File: src/rtl/cpu_bus_arbiter.sv
// cpu_bus_arbiter: shares one SRAM-like bus between the fetch-stage instruction
// port and the mem-stage data port. Each access runs address phase, data phase,
// then a one-cycle response in which the owning port sees its done pulse.
//
// Ports:
//   clk, rst                 clock, synchronous active-high reset
//   inst_req/addr            fetch request (held until inst_done)
//   inst_rdata/done/stall    fetch result, completion pulse, stall request
//   data_req/wr/wen/addr/wdata  data request (held until data_done)
//   data_rdata/done/stall    data result, completion pulse, stall request
//   bus_req/wr/wen/addr/wdata   bus address phase request and latched fields
//   bus_addr_ok/data_ok/rdata   bus handshakes and read data
//   bus_err                  pulse when an access is aborted by timeout
module cpu_bus_arbiter #(
  parameter int unsigned ADDR_W  = 32,
  parameter int unsigned DATA_W  = 32,
  parameter int unsigned TIMEOUT = 255
) (
  input  logic              clk,
  input  logic              rst,
  input  logic              inst_req,
  input  logic [ADDR_W-1:0] inst_addr,
  output logic [DATA_W-1:0] inst_rdata,
  output logic              inst_done,
  output logic              inst_stall,
  input  logic              data_req,
  input  logic              data_wr,
  input  logic [3:0]        data_wen,
  input  logic [ADDR_W-1:0] data_addr,
  input  logic [DATA_W-1:0] data_wdata,
  output logic [DATA_W-1:0] data_rdata,
  output logic              data_done,
  output logic              data_stall,
  output logic              bus_req,
  output logic              bus_wr,
  output logic [3:0]        bus_wen,
  output logic [ADDR_W-1:0] bus_addr,
  output logic [DATA_W-1:0] bus_wdata,
  input  logic              bus_addr_ok,
  input  logic              bus_data_ok,
  input  logic [DATA_W-1:0] bus_rdata,
  output logic              bus_err
);

  localparam int unsigned CntW = 8;
  // Last count value before a wait phase is considered expired
  localparam logic [CntW-1:0] CntLast = CntW'(TIMEOUT - 1);

  typedef enum logic [1:0] {StIdle, StAddr, StData, StResp} arbStateT;

  arbStateT state, nextState;

  logic              ownerData;  // 1: data port owns the current access
  logic              latWr;
  logic [3:0]        latWen;
  logic [ADDR_W-1:0] latAddr;
  logic [DATA_W-1:0] latWdata;
  logic [CntW-1:0]   waitCnt;
  logic              errFlag;
  logic [DATA_W-1:0] instRdataQ;
  logic [DATA_W-1:0] dataRdataQ;

  logic grant;
  logic grantData;
  logic captureOk;
  logic abort;
  logic waitExpired;

  assign waitExpired = (waitCnt == CntLast);

  // State register
  always_ff @(posedge clk) begin
    if (rst) state <= StIdle;
    else     state <= nextState;
  end

  // Next-state logic; data has fixed priority over fetch
  always_comb begin
    nextState = state;
    grant     = 1'b0;
    grantData = 1'b0;
    captureOk = 1'b0;
    abort     = 1'b0;
    unique case (state)
      StIdle: begin
        if (data_req || inst_req) begin
          grant     = 1'b1;
          grantData = data_req;
          nextState = StAddr;
        end
      end
      StAddr: begin
        // addr_ok wins over a timeout expiring in the same cycle
        if (bus_addr_ok) begin
          nextState = StData;
        end else if (waitExpired) begin
          abort     = 1'b1;
          nextState = StResp;
        end
      end
      StData: begin
        if (bus_data_ok) begin
          captureOk = 1'b1;
          nextState = StResp;
        end else if (waitExpired) begin
          abort     = 1'b1;
          nextState = StResp;
        end
      end
      StResp:  nextState = StIdle;  // never re-grant here, requester drops req
      default: nextState = StIdle;
    endcase
  end

  // Latched access fields, wait counter, error flag and read data registers
  always_ff @(posedge clk) begin
    if (rst) begin
      ownerData  <= 1'b0;
      latWr      <= 1'b0;
      latWen     <= '0;
      latAddr    <= '0;
      latWdata   <= '0;
      waitCnt    <= '0;
      errFlag    <= 1'b0;
      instRdataQ <= '0;
      dataRdataQ <= '0;
    end else begin
      if (grant) begin
        ownerData <= grantData;
        latWr     <= grantData & data_wr;
        latWen    <= grantData ? data_wen : 4'b0000;
        latAddr   <= grantData ? data_addr : inst_addr;
        latWdata  <= grantData ? data_wdata : '0;
        errFlag   <= 1'b0;
      end
      if (abort) errFlag <= 1'b1;

      // Cleared on entry to ADDR and to DATA, counts while waiting
      if (grant || (state == StAddr && bus_addr_ok)) begin
        waitCnt <= '0;
      end else if (state == StAddr || state == StData) begin
        waitCnt <= waitCnt + CntW'(1);
      end

      if (captureOk && !latWr) begin
        if (ownerData) dataRdataQ <= bus_rdata;
        else           instRdataQ <= bus_rdata;
      end
      if (abort) begin
        if (ownerData) dataRdataQ <= '0;
        else           instRdataQ <= '0;
      end
    end
  end

  // Outputs decoded from registered state only
  always_comb begin
    bus_req   = 1'b0;
    inst_done = 1'b0;
    data_done = 1'b0;
    bus_err   = 1'b0;
    unique case (state)
      StAddr: bus_req = 1'b1;
      StResp: begin
        inst_done = !ownerData;
        data_done = ownerData;
        bus_err   = errFlag;
      end
      default: ;
    endcase
  end

  assign bus_wr     = latWr;
  assign bus_wen    = latWen;
  assign bus_addr   = latAddr;
  assign bus_wdata  = latWdata;
  assign inst_rdata = instRdataQ;
  assign data_rdata = dataRdataQ;

  // Stall requests are the only combinational paths from inputs
  assign inst_stall = inst_req & ~inst_done;
  assign data_stall = data_req & ~data_done;

endmodule

File: config.mk
export PLATFORM = sky130hd
export DESIGN_NAME = cpu_bus_arbiter
export DESIGN_NICKNAME = d
export VERILOG_FILES = /design/src/rtl/cpu_bus_arbiter.sv
export SDC_FILE = /design/constraint.sdc
export NUM_CORES = 1
export LEC_CHECK = 0
export CAP_MARGIN = 40
export CORE_MARGIN = 2
export CORE_UTILIZATION = 40
export CTS_CLUSTER_DIAMETER = 120
export DETAILED_ROUTE_END_ITERATION = 12
export HOLD_SLACK_MARGIN = 0.08
export MAX_ROUTING_LAYER = met4
export PLACE_DENSITY_LB_ADDON = 0.15
export RECOVER_POWER = 50
export REMOVE_ABC_BUFFERS = 1
export SYNTH_ARGS = -nofsm -noshare
export SYNTH_HDL_FRONTEND = slang
export SYNTH_SLANG_ARGS = --single-unit
File: constraint.sdc
create_clock -name clk -period 2.15 [get_ports clk]
set_clock_uncertainty 0.1 [all_clocks]
set_input_delay 0.215 -clock clk [delete_from_list [all_inputs] [get_ports clk]]
set_output_delay 0.215 -clock clk [all_outputs]
set_load 0.05 [all_outputs]
==> impl_metrics.yaml, run 1 <==
worst_setup_path:
  cp-startpoint: "state[0]"
  worstSetupStartpointType: "register"
  timing.rr.start: "state[0]"
  cp_slowest_stage_delay_ns: 0.41
  rrSetupSlack_ns: 0.09
  critPathBufInv: 2
  crit_slowest_cell: "dfxtp_1"
  crit_family: "compound AO/OA/AOI/OAI gates"
  worstRegToRegCells: 7
  crit_fanout: 15
  cp.depth: 7
  crit_arrival_ns: 2.29
  worstPathRequired_ns: 2.38
  cp_cell_sequence: "inv_1 > ha_1 > nor2b_4 > o2111a_4 > a211oi_4 > clkbuf_16 > o2bb2ai_1"
  path_class: "register to register"
  cp-end-kind: "register"
place:
  dp_hpwl_mm: 11.90
  portBuffers: 277
  gp_congestion: 0.8109
  pre_cts_slack_ns: 0.1182
routing:
  drt_drc_violations_left: 0
  drt_iter0_drc: 328
  vias: 4836
  viasPerCell: 5.101
  firstDrtPassIters: 4
  routed_wl_mm: 16.21
  post_drt_wl_per_cell_um: 17.10
  antenna_left: 0
grt:
  first_global_vias: 4839
  grt_util_all_layers: 0.2330
  grt_pass1_wl_mm: 25.30
  grt_overflow: 0
  grt_max_degree: 70
  antenna_found_initial: 0
worst_hold_path:
  hp-class: "input pin to register"
finish:
  drive_above_1_share: 0.09456
  layout_commonest_cell: "clkdlybuf4s50_1"
  nets: 906
  area_growth_pct: 65.63
  multi_input_area_mm2: 0.002240
  diodes: 0
  ff_latch_area_mm2: 0.002904
  fill_cells: 1024
  final_cell_mix: "clkdlybuf4s50_1 (182), dfxtp_1 (144), dlygate4sd3_1 (89)"
timing:
  finalMaxSlewViolations: 0
  setup_viol: 0
  timing.hold.ws_ns: 0.2916
  finalCriticalPeriod_ns: 2.063
  max_freq_mhz: 484.8
  hold_viol_final: 0
  max_slew.worst_pin.slew_ns: 0.6313
  period_share: 0.9593
  relSlewSlack: 0.5809
  setup_ws_ns: 0.08743
  rsz0062_at_grt: "false"
logic_synthesis:
  synth_top_area_frac: 0.5388
  synth_area_per_cell_um2: 11.06
  synth.area.top_cells: "dfxtp_1 (54%), mux2i_1 (6.5%), a22o_1 (6.0%)"
  netlist_area_mm2: 0.005388
  yosysSeqAreaShare: 0.5388
  synth-seq-cells: 145
  synth_cells: 487
  ys_warn_count: 0
  synth_top_area_cell: "dfxtp_1"
  synth.distinct_cells: 42
floorplanning:
  start_util: 0.4085
  io_pins: 278
  rows: 42
  dieArea_mm2: 0.01441
  die_w_um: 120.1
  core_area_mm2: 0.01319
  die_height_um: 120.1
cts:
  clkTransAtPathRegs_ns: 0.06
  ctsResizeCount: 0
  postCtsHoldBufs: 0
  cts_buffer_depth: 2
  cts-root-buf: "clkbuf_16"
  cts_tree: "yes"
  htree_levels: 4
  numCtsBuffers: 17
  worstSkewPairLatency_ns: 0.40
  cts_sinks: 145
  post_cts_buffers: 0
run:
  maxCapViolCount: 0
power:
  peakVddDrop_v: 0.0006261
  p_leak_nw: 3.737
  powerDensity_mw_per_mm2: 1116
run_status:
  outcome: "finished, final reports clean"
## layer usage
layer  GRT usage  vias up  wire length, um
met5           -        -                0
li1            -     2338                -
met1      0.2515     2296             6295
met3     0.09411       11             1475
met4     0.06985        0              172
met2      0.3935      191             8268
## per-stage QoR
| stage | TNS (ns) | util | power (mW) | std cells | area, um2 |
|---|---|---|---|---|---|
| 2_1_floorplan | -96.37 | - | 5.689 | 449 | 5157 |
| 3_3_place_gp | 0 | 0.6319 | 7.139 | 917 | 8335 |
| 3_5_place_dp | 0 | 0.6319 | 7.189 | 917 | 8335 |
| 4_1_cts | 0 | 0.6769 | 10.16 | 947 | 8929 |
| 5_1_grt | 0 | 0.6765 | 10.40 | 948 | 8924 |
| 6_report | 0 | 0.6765 | 9.959 | 948 | 8924 |
## how the worst min path moves through the flow
| stage | startpoint | end | cells past startpoint |
|---|---|---|---|
| floorplan | rst | data_rdata[30] | 1 |
| global placement | bus_addr[3] | bus_addr[3] | 2 |
| detailed placement | bus_addr[1] | bus_addr[1] | 2 |
| CTS | data_wdata[1] | bus_wdata[1] | 2 |
| global route | data_wdata[10] | bus_wdata[10] | 2 |
| finish | data_wdata[16] | bus_wdata[16] | 2 |
## Yosys cell counts (all sizes together)
cell	n
a2111oi	1
a211oi	3
a21o	1
a21oi	2
a22o	37
a32o	31
and2	3
and3	2
and4	1
buf	25
clkbuf	13
dfxtp	145
ha	6
inv	5
mux2i	35
nand2	71
nand3	3
nand4	2
nand4b	1
nor2	11
nor2b	5
nor3	6
nor4	1
nor4b	1
o2111a	2
o2111ai	1
o21a	1
o21ai	33
o2bb2ai	30
or2	1
or3	1
xnor2	1
xor2	6
## where the power goes
| part | switching, mW | total, mW | internal (mW) | leakage, nW |
|---|---|---|---|---|
| clock | 1.07 | 2.94 | 1.87 | 0.284 |
| sequential | 0.244 | 3.35 | 3.10 | 1.18 |
| combinational | 2.37 | 3.67 | 1.30 | 2.27 |
## layout make-up
class                      count  share of cell area
timing repair buffer         293              0.3303
clock inverter                10             0.01528
sequential                   145              0.3254
multi-input combinational    299              0.2510
inverter                       5            0.002103
tap                          176             0.02468
clock buffer                  20             0.05118
## worst reg2reg max path, stage by stage (launching register included)
cell and delay [ns]:
dfxtp_1 0.41, inv_1 0.09, ha_1 0.22, nor2b_4 0.14, o2111a_4 0.31, a211oi_4 0.33, clkbuf_16 0.26, o2bb2ai_1 0.12
## logic make-up after synthesis
kind of cell | count (synthesis) | synth area share
flip-flops | 145 | 0.5388
buffers and inverters | 43 | 0.04621
adder cells (fa/ha/maj) | 6 | 0.01393
AO/OA/AOI/OAI | 142 | 0.2304
AND/OR/NAND/NOR | 109 | 0.09429
XOR/XNOR | 7 | 0.01138
multiplexers | 35 | 0.06503
Power figures use the tool's default switching activity.
==> run 2: changes to the inputs <==
--- a/config.mk
+++ b/config.mk
@@ -10,6 +10,7 @@
 export CORE_UTILIZATION = 40
 export CTS_CLUSTER_DIAMETER = 120
 export DETAILED_ROUTE_END_ITERATION = 12
+export GPL_TIMING_DRIVEN = 0
 export HOLD_SLACK_MARGIN = 0.08
 export MAX_ROUTING_LAYER = met4
 export PLACE_DENSITY_LB_ADDON = 0.15
@@ -18,3 +19,4 @@
 export SYNTH_ARGS = -nofsm -noshare
 export SYNTH_HDL_FRONTEND = slang
 export SYNTH_SLANG_ARGS = --single-unit
+export TNS_END_PERCENT = 1
==> impl_metrics.yaml, run 2 (synthesized netlist as in run 1, its figures left out) <==
run_status:
  outcome: "finished, violations left"
  violations: "setup timing"
worst_setup_path:
  worstSetupStartpointType: "input pin"
  cp_slowest_stage_delay_ns: 0.82
  crit_arrival_ns: 2.49
  worstRegToRegCells: 5
  cp_cell_sequence: "clkdlybuf4s50_1 > inv_2 > nand2_1 > a21oi_2 > a32o_1"
  timing.rr.start: "state[0]"
  cp-startpoint: "rst"
  rrSetupSlack_ns: -0.07
  crit_fanout: 15
  cp-end-kind: "register"
  worstPathRequired_ns: 2.40
  crit_slowest_cell: "clkdlybuf4s50_1"
  path_class: "input pin to register"
routing:
  post_drt_wl_per_cell_um: 18.08
  firstDrtPassIters: 7
  met2_length_mm: 8.465
  viasPerCell: 5.215
  wl_met1_mm: 6.653
  antenna_left: 0
  vias: 4933
  drt_iter0_drc: 280
  drt_drc_violations_left: 0
  routed_wl_mm: 17.11
  routed.top_layer: "met4"
  dr_wl_met3_mm: 1.703
timing:
  period_share: 1.041
  rsz0062_at_grt: "true"
  max_freq_mhz: 446.8
  setup_viol: 15
  timing.hold.ws_ns: 0.2837
  hold_viol_final: 0
  max_slew.worst_pin.slew_ns: 0.8385
  finalCriticalPeriod_ns: 2.238
  relSlewSlack: 0.4410
  finalMaxSlewViolations: 0
  setup_ws_ns: -0.08790
finish:
  finish.utilization: 0.6823
  final_cell_area_mm2: 0.009000
  layout.cells.non_filler: 946
  diodes: 0
  drive_above_1_share: 0.09221
  area_growth_pct: 67.05
  final_cell_mix: "clkdlybuf4s50_1 (154), dfxtp_1 (142), dlygate4sd3_1 (117)"
  layout_commonest_cell: "clkdlybuf4s50_1"
  nets: 902
grt:
  grt_overflow: 0
  first_global_vias: 4994
  grt_pass1_wl_mm: 25.83
  grt_max_degree: 57
  antenna_found_initial: 0
  grt_util_all_layers: 0.2392
cts:
  numCtsBuffers: 17
  htree_levels: 4
  cts_buffer_depth: 2
  clkTransAtPathRegs_ns: 0.06
  cts_sinks: 145
  cts-root-buf: "clkbuf_16"
  cts_tree: "yes"
  postCtsHoldBufs: 0
  worstSkewPairLatency_ns: 0.41
floorplanning:
  core_area_mm2: 0.01319
  die_w_um: 120.1
  io_pins: 278
  dieArea_mm2: 0.01441
  start_util: 0.4085
  rows: 42
  die_height_um: 120.1
place:
  dpl-instance-area_mm2: 0.008356
  dp.cells: 910
  dp_hpwl_mm: 12.23
  portBuffers: 277
  gp_congestion: 0.8156
  pre_cts_slack_ns: -0.4169
power:
  peakVddDrop_v: 0.0006395
  p_leak_nw: 3.842
  powerDensity_mw_per_mm2: 1124
run:
  maxCapViolCount: 0
worst_hold_path:
  hp-class: "input pin to register"
-- run 2: cell count changes in the layout (fill, tap and decap cells not counted), sizes merged --
cell           change
a21oi              +1
buf                -2
bufinv             +1
clkbuf             -5
clkdlybuf4s50     -28
clkinv             +1
clkinvlp           -3
dlygate4sd2        +4
dlygate4sd3       +28
nor2               +1
-- run 2: routing by layer --
metal  GRT usage  up-vias
met1      0.2553     2344
li1            -     2341
met4     0.08382        0
met3     0.09506       26
met5           -        -
met2      0.4027      222
-- run 2: critical path, delay by kind of cell --
family	cells	cell delay (ns)
compound gates	2	0.88
buf+inv	2	1.20
simple gates	1	0.20
-- run 2: through the flow --
step / TNS [ns] / total power [mW]
2_1_floorplan: -96.37 / 5.689
3_3_place_gp: -212.67 / 7.009
3_5_place_dp: -30.78 / 7.207
4_1_cts: -0.9962 / 10.34
5_1_grt: -4.823 / 10.52
6_report: -1.161 / 10.12
-- run 2: where the power goes --
part	internal, mW	leakage [nW]	switching [mW]	total (mW)
combinational	1.28	2.36	2.42	3.70
clock	1.97	0.299	1.09	3.06
sequential	3.11	1.18	0.249	3.36
total	6.36	3.84	3.76	10.1
-- run 2: worst min-delay path by stage --
stage                              start        endpoint  cells after the start
after floorplan                      rst  data_rdata[30]                      1
after global placement      bus_addr[15]    bus_addr[15]                      2
after detailed placement    bus_addr[19]    bus_addr[19]                      2
after CTS                   bus_rdata[7]        register                      3
after global routing      data_wdata[30]   bus_wdata[30]                      2
final                       bus_rdata[7]        register                      3
-- run 2: what timing repair did --
action,4_1_cts,5_1_grt
cloned,1,1
buffers inserted,2,0
gates resized for setup,16,6
setup endpoints to repair,112,48
pin swaps,18,2
-- run 2: cell type report --
cell class                      instances  area (um2)
Clock inverter                          9       156.4
Timing Repair Buffer                  287        2937
Sequential cell                       145        2909
Fill cell                             971        4190
Inverter                                5       18.77
Clock buffer                           23       457.9
Tap cell                              176       220.2
Multi-Input combinational cell        301        2301
